--- src/rtl/iob_cache_axi_pkg.sv ---
// Shared definitions for the cache AXI back-end channels (read and write).
package iob_cache_axi_pkg;

  // AXI burst type and response encodings used by both channels
  localparam logic [1:0] AXI_BURST_INCR = 2'b01;
  localparam logic [1:0] AXI_RESP_OKAY  = 2'b00;

  // Back-end channel controller states
  typedef enum logic [1:0] {
    IDLE    = 2'd0,
    ADDRESS = 2'd1,
    READ    = 2'd2,
    END     = 2'd3
  } axi_ch_state_t;

endpackage

--- src/rtl/iob_cache_read_channel_axi.sv ---
// Cache back-end AXI4 read channel: fetches one full cache line per replace
// request as a single INCR burst and streams each beat into the data memory.
// A burst containing any non-OKAY beat is re-requested in full.
module iob_cache_read_channel_axi
  import iob_cache_axi_pkg::*;
#(
  parameter int             FE_ADDR_W            = 32,
  parameter int             FE_DATA_W            = 32,
  parameter int             BE_ADDR_W            = 32,
  parameter int             BE_DATA_W            = 32,
  parameter int             WORD_OFFSET_W        = 2,
  parameter int             AXI_ID_W             = 1,
  parameter int             AXI_ID               = 0,
  parameter int             AXI_LEN_W            = 8,
  parameter logic [3:0]     CACHE_AXI_CACHE_MODE = 4'b0011,
  localparam int            BE_NBYTES            = BE_DATA_W / 8,
  localparam int            BE_NBYTES_W          = $clog2(BE_NBYTES),
  localparam int            LINE2BE_W            = WORD_OFFSET_W - $clog2(BE_DATA_W / FE_DATA_W),
  localparam int            IDX_W                = (LINE2BE_W > 0) ? LINE2BE_W : 1,
  localparam int            LADDR_W              = FE_ADDR_W - (BE_NBYTES_W + LINE2BE_W)
) (
  input  logic                 clk_i,
  input  logic                 reset_i,
  // cache controller side
  input  logic                 replace_valid_i,
  input  logic [LADDR_W-1:0]   replace_addr_i,
  output logic                 replace_o,
  output logic                 read_valid_o,
  output logic [IDX_W-1:0]     read_addr_o,
  output logic [BE_DATA_W-1:0] read_data_o,
  // AXI read address channel
  output logic [AXI_ID_W-1:0]  axi_arid_o,
  output logic [BE_ADDR_W-1:0] axi_araddr_o,
  output logic [AXI_LEN_W-1:0] axi_arlen_o,
  output logic [2:0]           axi_arsize_o,
  output logic [1:0]           axi_arburst_o,
  output logic [1:0]           axi_arlock_o,
  output logic [3:0]           axi_arcache_o,
  output logic [2:0]           axi_arprot_o,
  output logic [3:0]           axi_arqos_o,
  output logic                 axi_arvalid_o,
  input  logic                 axi_arready_i,
  // AXI read data channel
  input  logic [AXI_ID_W-1:0]  axi_rid_i,
  input  logic [BE_DATA_W-1:0] axi_rdata_i,
  input  logic [1:0]           axi_rresp_i,
  input  logic                 axi_rlast_i,
  input  logic                 axi_rvalid_i,
  output logic                 axi_rready_o
);

  // Byte offset of a line inside the back-end address space
  localparam int OFFS_W = BE_NBYTES_W + LINE2BE_W;

  axi_ch_state_t        state_q;
  logic [IDX_W-1:0]     word_cnt_q;
  logic [IDX_W-1:0]     word_cnt_d;
  logic                 err_q;
  logic                 err_d;
  logic                 arvalid_q;
  logic                 rready_q;
  logic                 replace_q;
  logic                 beat_bad;
  logic [FE_ADDR_W-1:0] line_byte_addr;

  // Read ID is not used to route beats: only one burst is ever outstanding
  logic unused_rid;
  assign unused_rid = &{1'b0, axi_rid_i};

  // Fixed AR attributes: one INCR burst of full-width beats per line
  assign axi_arid_o    = AXI_ID_W'(AXI_ID);
  assign axi_arlen_o   = AXI_LEN_W'((1 << LINE2BE_W) - 1);
  assign axi_arsize_o  = 3'(BE_NBYTES_W);
  assign axi_arburst_o = AXI_BURST_INCR;
  assign axi_arlock_o  = 2'b00;
  assign axi_arcache_o = CACHE_AXI_CACHE_MODE;
  assign axi_arprot_o  = 3'b000;
  assign axi_arqos_o   = 4'b0000;

  // Line-aligned byte address, taken straight from the held request address
  assign line_byte_addr = FE_ADDR_W'(replace_addr_i) << OFFS_W;
  assign axi_araddr_o   = BE_ADDR_W'(line_byte_addr);

  // Registered handshake controls
  assign axi_arvalid_o = arvalid_q;
  assign axi_rready_o  = rready_q;
  assign replace_o     = replace_q;

  // Beats are written into the line as they arrive, at the running index
  assign read_valid_o = (state_q == READ) & axi_rvalid_i;
  assign read_addr_o  = word_cnt_q;
  assign read_data_o  = axi_rdata_i;

  // Next beat index (a single-beat line always writes index 0) and sticky error
  assign beat_bad   = (axi_rresp_i != AXI_RESP_OKAY);
  assign err_d      = err_q | beat_bad;
  assign word_cnt_d = (LINE2BE_W == 0) ? '0 : word_cnt_q + IDX_W'(1);

  // Line-fill controller: AR issue, beat collection, retry on error, done pulse
  always_ff @(posedge clk_i or posedge reset_i) begin
    if (reset_i) begin
      state_q    <= IDLE;
      word_cnt_q <= '0;
      err_q      <= 1'b0;
      arvalid_q  <= 1'b0;
      rready_q   <= 1'b0;
      replace_q  <= 1'b0;
    end else begin
      case (state_q)
        IDLE: begin
          if (replace_valid_i) begin
            state_q    <= ADDRESS;
            word_cnt_q <= '0;
            err_q      <= 1'b0;
            arvalid_q  <= 1'b1;
            replace_q  <= 1'b1;
          end
        end
        ADDRESS: begin
          if (axi_arready_i) begin
            state_q   <= READ;
            arvalid_q <= 1'b0;
            rready_q  <= 1'b1;
          end
        end
        READ: begin
          if (axi_rvalid_i) begin
            word_cnt_q <= word_cnt_d;
            err_q      <= err_d;
            // rlast closes the burst regardless of how many beats were counted
            if (axi_rlast_i) begin
              rready_q <= 1'b0;
              if (err_d) begin
                // Refetch the whole line from the same address
                state_q    <= ADDRESS;
                word_cnt_q <= '0;
                err_q      <= 1'b0;
                arvalid_q  <= 1'b1;
              end else begin
                state_q <= END;
              end
            end
          end
        end
        END: begin
          state_q   <= IDLE;
          replace_q <= 1'b0;
        end
        default: begin
          state_q   <= IDLE;
          arvalid_q <= 1'b0;
          rready_q  <= 1'b0;
          replace_q <= 1'b0;
        end
      endcase
    end
  end

endmodule
--- config.mk ---
export PLATFORM = sky130hd
export DESIGN_NAME = iob_cache_read_channel_axi
export DESIGN_NICKNAME = d
export VERILOG_FILES = /design/src/rtl/iob_cache_axi_pkg.sv /design/src/rtl/iob_cache_read_channel_axi.sv
export SDC_FILE = /design/constraint.sdc
export NUM_CORES = 1
export LEC_CHECK = 0
export CAP_MARGIN = 15
export CORE_MARGIN = 5
export CORE_UTILIZATION = 24
export CTS_CLUSTER_DIAMETER = 200
export DETAILED_ROUTE_END_ITERATION = 12
export GPL_ROUTABILITY_DRIVEN = 1
export PLACE_DENSITY = 0.79
export SYNTH_ARGS = -nofsm -noshare
export SYNTH_HDL_FRONTEND = slang
export SYNTH_SLANG_ARGS = --single-unit
--- constraint.sdc ---
create_clock -name clk_i -period 1.2 [get_ports clk_i]
set_input_delay 0.24 -clock clk_i [delete_from_list [all_inputs] [get_ports clk_i]]
set_output_delay 0.24 -clock clk_i [all_outputs]
set_load 0.05 [all_outputs]
### Word level (Yosys, flattened, before mapping)

Index checks and enable logic that the tools add are counted.
W data, S select, Z words.

| word-level totals | value |
|---|---|
| input port bits | 69 |
| output and inout port bits | 97 |
| register bits | 8 |
| logic and storage cells | 54 |

| cells by class | value |
|---|---|
| $add $sub $neg | 1 |
| multiplexer cells | 26 |
| bitwise gates (word level) | 2 |
| equal/unequal tests | 8 |
| reductions and logical operators | 11 |

Operator list:

| cell | number |
|---|---|
| $mux W2 | 9 |
| $mux W1 | 11 |
| $ne A2 B2 Y1 const B | 5 |
| $pmux W2 S4 | 1 |
| $reduce_and A4 Y1 | 2 |
| $reduce_bool A2 Y1 | 4 |
| $pmux W1 S2 | 3 |
| $reduce_and A6 Y1 | 1 |
| $eq A2 B2 Y1 const B | 2 |
| $pmux W2 S2 | 1 |
| $pmux W1 S3 | 1 |
| $reduce_and A3 Y1 | 1 |
| $reduce_bool A3 Y1 | 1 |
| $add A2 B1 Y2 const B | 1 |
| $eq A2 B1 Y1 const B | 1 |
| $logic_not A2 Y1 | 1 |
| $reduce_and A2 Y1 | 1 |
| $and A1 B1 Y1 | 1 |
| $or A1 B1 Y1 | 1 |

### Depth between registers and ports, before layout

Gate-level depths: netlist of the first run.

| depth | value |
|---|---|
| word-level depth | 6 |
| gate-level depth with buffers | 4 |
| depth with buffers taken out | 3 |

### Worst setup path before layout of the first run

No wires, ideal clock.

| path | value |
|---|---|
| path type | flip-flop to output port |
| from | reg state_q[1] |
| to | out read_valid_o |
| arrival time | 1.076 ns |
| cell stages (with the launch flop) | 3 |
| path buffers | 1 |
| path slack | -0.116 ns |
| required time | 0.960 ns |
| path through | dfrtp_1 -> buf_2 -> and3_1 |

| between the ends | value |
|---|---|
| word-level cells in the longest chain between the ends | 2 |

Ends and longest elaborated chain:

| element | RTL line | source |
|---|---|---|
| from (decl) | iob_cache_read_channel_axi.sv:55 | `axi_ch_state_t state_q;` |
| from (signal assigned) | iob_cache_read_channel_axi.sv:102 | `state_q <= IDLE;` |
| from (signal assigned) | iob_cache_read_channel_axi.sv:112 | `state_q <= ADDRESS;` |
| from (signal assigned) | iob_cache_read_channel_axi.sv:121 | `state_q <= READ;` |
| $eq A2 B2 Y1 | iob_cache_read_channel_axi.sv:90 | `assign read_valid_o = (state_q == READ) & axi_rvalid_i;` |
| $and A1 B1 Y1 | iob_cache_read_channel_axi.sv:90 |  |
| to (decl) | iob_cache_read_channel_axi.sv:28 | `output logic read_valid_o,` |

No other way between the ends.

### Worst setup path after layout of the first run

| path | value |
|---|---|
| from | reg state_q[0] |
| to | out read_valid_o |

Same word-level chain as after synthesis.

==> impl_metrics.tcl, run 1 <==
set metrics [dict create \
    syn_area_um2 1150 \
    grt_usage 0.0511 \
    synth_cells 141 \
    cp.required_ns 0.96 \
    htreeDepth 1 \
    dp.cells 150 \
    initialDrtViolationCount 18 \
    grt_max_degree 13 \
    diodes 0 \
    grt_pass1_vias 519 \
    tritoncts "built" \
    period_share 1.01 \
    clk_path_buf_depth 2 \
    synth-edff-count 0 \
    crit_path_max_fanout 2 \
    n_fill_cell 509 \
    arrival_ns 0.98 \
    yosys_register_bits 8 \
    clkSlewWorstSetupHoldPaths_ns 0.04 \
    synthFlopType "dfrtp_1" \
    power.density_nw_per_um2 2410 \
    worst_slack_ns -0.0162 \
    irDropWorstVdd_uv 490 \
    rsz0062_at_grt "yes" \
    period_needed_ns 1.22 \
    die_height_um 79.4 \
    ys_async_sr_fraction 1.00 \
    outcome "finished with violations" \
    synth_warnings 0 \
    nNetsFinal 170 \
    dp_hpwl_mm 1.48 \
    crit_path_start_kind "flip-flop" \
    die_w_um 79.4 \
    cts_root_buf "clkbuf_8" \
    path_class "flip-flop to output port" \
    violations "negative setup slack" \
    post_cts_buffers 0 \
    num_io_pins 166 \
    layout-drive-gt1-share 0.250 \
    drc_errors 0 \
    synth.avg_cell_area_um2 8.19 \
    clock-sinks 8 \
    drt_wl_total_mm 1.81 \
    wl_per_cell_um 11.7 \
    ys_types 26 \
    first_pass_iters 2 \
    drv_slew 0 \
    finalSetupViolCount 1 \
    fin_util 0.199 \
    area_growth_pct -19.2 \
    ys_seq_area_frac 0.173 \
    coreArea_um2 4690 \
    insertion_delay_ns 0.23 \
    p_leak_nw 0.438 \
    hold_ws_ns 0.287 \
    totalPowerFinal_mw 2.25 \
    grt_pass1_wl_mm 2.44 \
    ctsHoldBuffers 0 \
    antenna_found_initial 0 \
    max_freq_ghz 0.822 \
    setup_tns_ns -0.0162 \
    hold_viol_final 0 \
    routed_via_density 3.73 \
    gp_congestion 0.821 \
    dieArea_um2 6300 \
    initial_core_util 0.246 \
    num_vias 574 \
    numCtsBuffers 3 \
    final_cell_area_um2 933 \
    stdcell_count 154 \
    dp_worst_setup_slack_ns -0.301 \
    grt-ovfl-total 0 \
    cap_violations 0 \
    critPathCaptureType "output port" \
    hold_path.class "primary input to async pin" \
    drtAntennaViolNets 0 \
    placed_area_um2 876 \
    portBuffers 13 \
    fin_skew_ns 0.00250 \
    row_count 25 \
]
cell type report:
type,count,area (µm²),share of cell area
clock buffer,4,45.0,0.0483
inverter,4,15.0,0.0161
sequential,8,201,0.216
multi-input combinational,65,373,0.399
tap,54,67.6,0.0724
timing repair buffer,19,231,0.248
cells in the mapped netlist (all sizes together) (2+ instances only):
master,count,share of area
a31oi,2,0.011
nor2b,3,0.016
inv,4,0.013
buf,93,0.60
conb,2,0.0065
nor2,2,0.0065
nand2,3,0.0098
dfrtp,8,0.17
o21ai,3,0.013
a21oi,6,0.026
and3,2,0.011
cells in the final DEF, fill, tap and decap left out, drive strengths merged, types with 2 or more instances in the layout:
cell / synthesis / routed
nand2: 3 / 3
a21oi: 6 / 6
clkdlybuf4s50: 0 / 4
nor2: 2 / 2
inv: 4 / 4
conb: 2 / 31
dlygate4sd2: 0 / 3
clkbuf: 0 / 4
nor2b: 3 / 3
a31oi: 2 / 2
buf: 93 / 12
o21ai: 3 / 3
dfrtp: 8 / 8
and3: 2 / 2
routing by layer:
metal,vias to the layer above,part of all wire,GRT usage
li1,244,-,-
met5,-,0,0
met4,0,0.066,0.0481
met1,265,0.26,0.0376
met2,37,0.50,0.0800
met3,28,0.18,0.0431
flip-flops by register name, summed over array words and instances, names as in the netlist:
signal,count
err_q,1
replace_o,1
state_q,2
axi_arvalid_o,1
axi_rready_o,1
read_addr_o,2
critical path, cell delays in order, from the launching register on:
cell and delay (ns):
dfrtp_1 0.38, inv_2 0.06, and3_4 0.19, buf_12 0.13
final timing paths:
path                                    startpoint                to  slack (ns)  cells past startpoint
worst max register to register               err_q    read_addr_o[1]        0.08                      3
worst min register to register       axi_arvalid_o     axi_arvalid_o        0.58                      1
min in group clk_i              replace_addr_i[25]  axi_araddr_o[29]        0.48                      0
worst min-delay path                       reset_i        state_q[1]        0.29                      2
max in group asynchronous                  reset_i    read_addr_o[0]        0.65                      2
worst max-delay path                    state_q[0]      read_valid_o       -0.02                      3
what timing repair did:
item | in CTS | in global routing
setup endpoints to repair | 4 | 4
gates resized for setup | 4 | 3
pin swaps | 1 | 1
cells by family after synthesis:
kind of cell | Yosys count | synth area share
buf+inv | 97 | 0.613
compound gates | 16 | 0.105
simple gates | 16 | 0.0769
flops | 8 | 0.173
mux | 2 | 0.0249
other cells | 2 | 0.00650
power by group:
group,leakage [nW],internal (mW),switching (mW),total (mW)
clock network,0.0228,0.230,0.107,0.337
registers,0.0952,0.393,0.137,0.530
logic,0.320,0.576,0.811,1.39
total,0.438,1.20,1.05,2.25
(Power assumes the default switching activity.)
==> inputs of run 2 (changes only) <==
Settings changed: ABC_AREA from default to 1, PLACE_DENSITY 0.79 to 0.8, SLEW_MARGIN from default to 10.
==> run 2 against run 1 <==
  * The flow still finishes with violations (negative setup slack)
  * Setup slack worse by 0.059 ns
  * Register-to-register slack got worse by 0.07 ns
  * Clock-buffer cell count decreased by 1
==> impl_metrics.tcl, run 2 <==
set metrics [dict create \
    crit_path_start_kind "flip-flop" \
    diodes 0 \
    drc_errors 0 \
    dieArea_um2 6250 \
    synth.avg_cell_area_um2 7.43 \
    hold_path.class "primary input to async pin" \
    coreArea_um2 4660 \
    layout_common_cells "31 x conb_1, 20 x nand2_1, 8 x buf_4" \
    synth_cells 154 \
    cp.required_ns 0.96 \
    synth_area_leader_cell "buf_4" \
    wl_per_cell_um 11.6 \
    clk_path_buf_depth 2 \
    synthMuxAreaShare 0 \
    ys_seq_area_frac 0.175 \
    finalSetupViolCount 1 \
    hold_viol_final 0 \
    synth-edff-count 0 \
    period_share 1.06 \
    rsz0062_at_grt "yes" \
    routed_via_density 3.59 \
    synth_compound_area_frac 0.0361 \
    row_count 25 \
    synthAdderAreaFrac 0 \
    insertion_delay_ns 0.23 \
    path_class "flip-flop to output port" \
    worst_slack_ns -0.0752 \
    met1_usage 0.0549 \
    grt_usage 0.0564 \
    layout-drive-gt1-share 0.250 \
    initial_core_util 0.245 \
    num_io_pins 166 \
    synth_warnings 0 \
    clkSlewWorstSetupHoldPaths_ns 0.04 \
    grt_pass1_vias 555 \
    numCtsBuffers 3 \
    met3_usage 0.0249 \
    clock-sinks 8 \
    tritoncts "built" \
    die_height_um 79.0 \
    num_vias 611 \
    crit_path_max_fanout 2 \
    ys_types 15 \
    dp_hpwl_mm 1.52 \
    period_needed_ns 1.28 \
    initialDrtViolationCount 20 \
    irDropWorstVdd_uv 1000 \
    synth_common_cells "91 x buf_4, 20 x nand2_1, 8 x dfrtp_1, 6 x inv_1" \
    ys_async_sr_fraction 1.00 \
    cap_violations 0 \
    syn_area_um2 1140 \
    layout_commonest_cell "conb_1" \
    cts_root_buf "clkbuf_8" \
    outcome "finished with violations" \
    critPathCaptureType "output port" \
    portBuffers 13 \
    grt-ovfl-total 0 \
    yosys_register_bits 8 \
    gp_congestion 0.678 \
    synth.area.top_cells "buf_4 60%, dfrtp_1 18%, nand2_1 6.6%, nand3_1 2.2%, inv_1 2.0%" \
    yosysMostFrequentCell "buf_4" \
    drv_slew 0 \
    die_w_um 79.0 \
    dp.cells 161 \
    synth_top_area_frac 0.597 \
    first_pass_iters 4 \
    grtUsageMet2 0.0673 \
    fin_skew_ns 0.000520 \
    fin_util 0.203 \
    nNetsFinal 187 \
    synthSimpleGateAreaFrac 0.144 \
    arrival_ns 1.04 \
    power.density_nw_per_um2 2520 \
    reg2reg_slack_ns 0.01 \
    htreeDepth 1 \
    synthFlopType "dfrtp_1" \
    top_usage_layer "met4" \
    drtAntennaViolNets 0 \
    ctsHoldBuffers 0 \
    synth_top_family_by_area "buffers and inverters" \
    p_leak_nw 0.506 \
    synth_xor_area_frac 0.00766 \
    totalPowerFinal_mw 2.39 \
    drt_wl_total_mm 1.97 \
    violations "negative setup slack" \
    grt_max_degree 9 \
    grt_pass1_wl_mm 2.64 \
    max_freq_ghz 0.784 \
    antenna_found_initial 0 \
    stdcell_count 170 \
    area_growth_pct -17.2 \
]
-- run 2: changes by cell type in the layout (fill, tap and decap cells not counted), moves of 3 or more --
cell / previous run / this run
a21oi_1: 6 / 2
dlygate4sd2_1: 3 / 0
inv_2: 1 / 5
nand2_1: 3 / 20
nand3_1: 1 / 5
-- run 2: metrics by stage --
step	worst slack, ns	hold slack (ns)	setup TNS [ns]	area (µm²)
after global placement	-0.188	0.480	-1.09	850
final	-0.0752	0.285	-0.0752	947
after global routing	-0.113	0.328	-0.379	947
after detailed placement	-0.193	0.480	-1.19	850
after CTS	-0.0890	0.299	-0.0890	927
after floorplan	-0.0192	0.0557	-0.0192	1260
-- run 2: worst paths after layout --
check / endpoint / depth (start not counted) / start
worst max-delay path: read_valid_o / 4 / state_q[0]
worst min-delay path: err_q / 2 / reset_i
worst max register to register: read_addr_o[0] / 7 / state_q[0]
worst min register to register: err_q / 2 / err_q
max in group asynchronous: state_q[1] / 2 / reset_i
min in group clk_i: axi_araddr_o[31] / 0 / replace_addr_i[27]
-- run 2: cells by family after synthesis --
logic type      after synthesis
xor+xnor                      1
flops                         8
simple gates                 36
other cells                   2
compound gates                6
buf+inv                     101
-- run 2: critical path, cell delays in order (launching register included) --
cell	delay, ns
dfrtp_1	0.40
inv_2	0.09
nand2_4	0.05
nor2_4	0.12
buf_12	0.15
-- run 2: final cells by class --
type                    instances  area (µm²)
well taps                      54        67.6
flip-flops and latches          8         201
repair buffers                 21         253
clock buffers                   3        41.3
fillers                       517        3710
inverters                      10        37.5
multi-input cells              74         347
-- run 2: where the power goes --
group          leakage [nW]  switching (mW)  internal [mW]
logic                 0.387           0.914          0.607
clock network        0.0216           0.112          0.218
registers            0.0972           0.145          0.391
-- run 2: repair_timing --
action / CTS / global route
pin swaps: 1 / 2
gates resized for setup: 3 / 2
setup buffers: 4 / 2
endpoints found under the setup margin: 1 / 7
-- run 2: metal layers --
| layer | vias to the layer above | part of all wire |
|---|---|---|
| met2 | 41 | 0.40 |
| met1 | 262 | 0.34 |
| met5 | - | 0 |
| met4 | 0 | 0.14 |
| met3 | 36 | 0.13 |
| li1 | 272 | - |
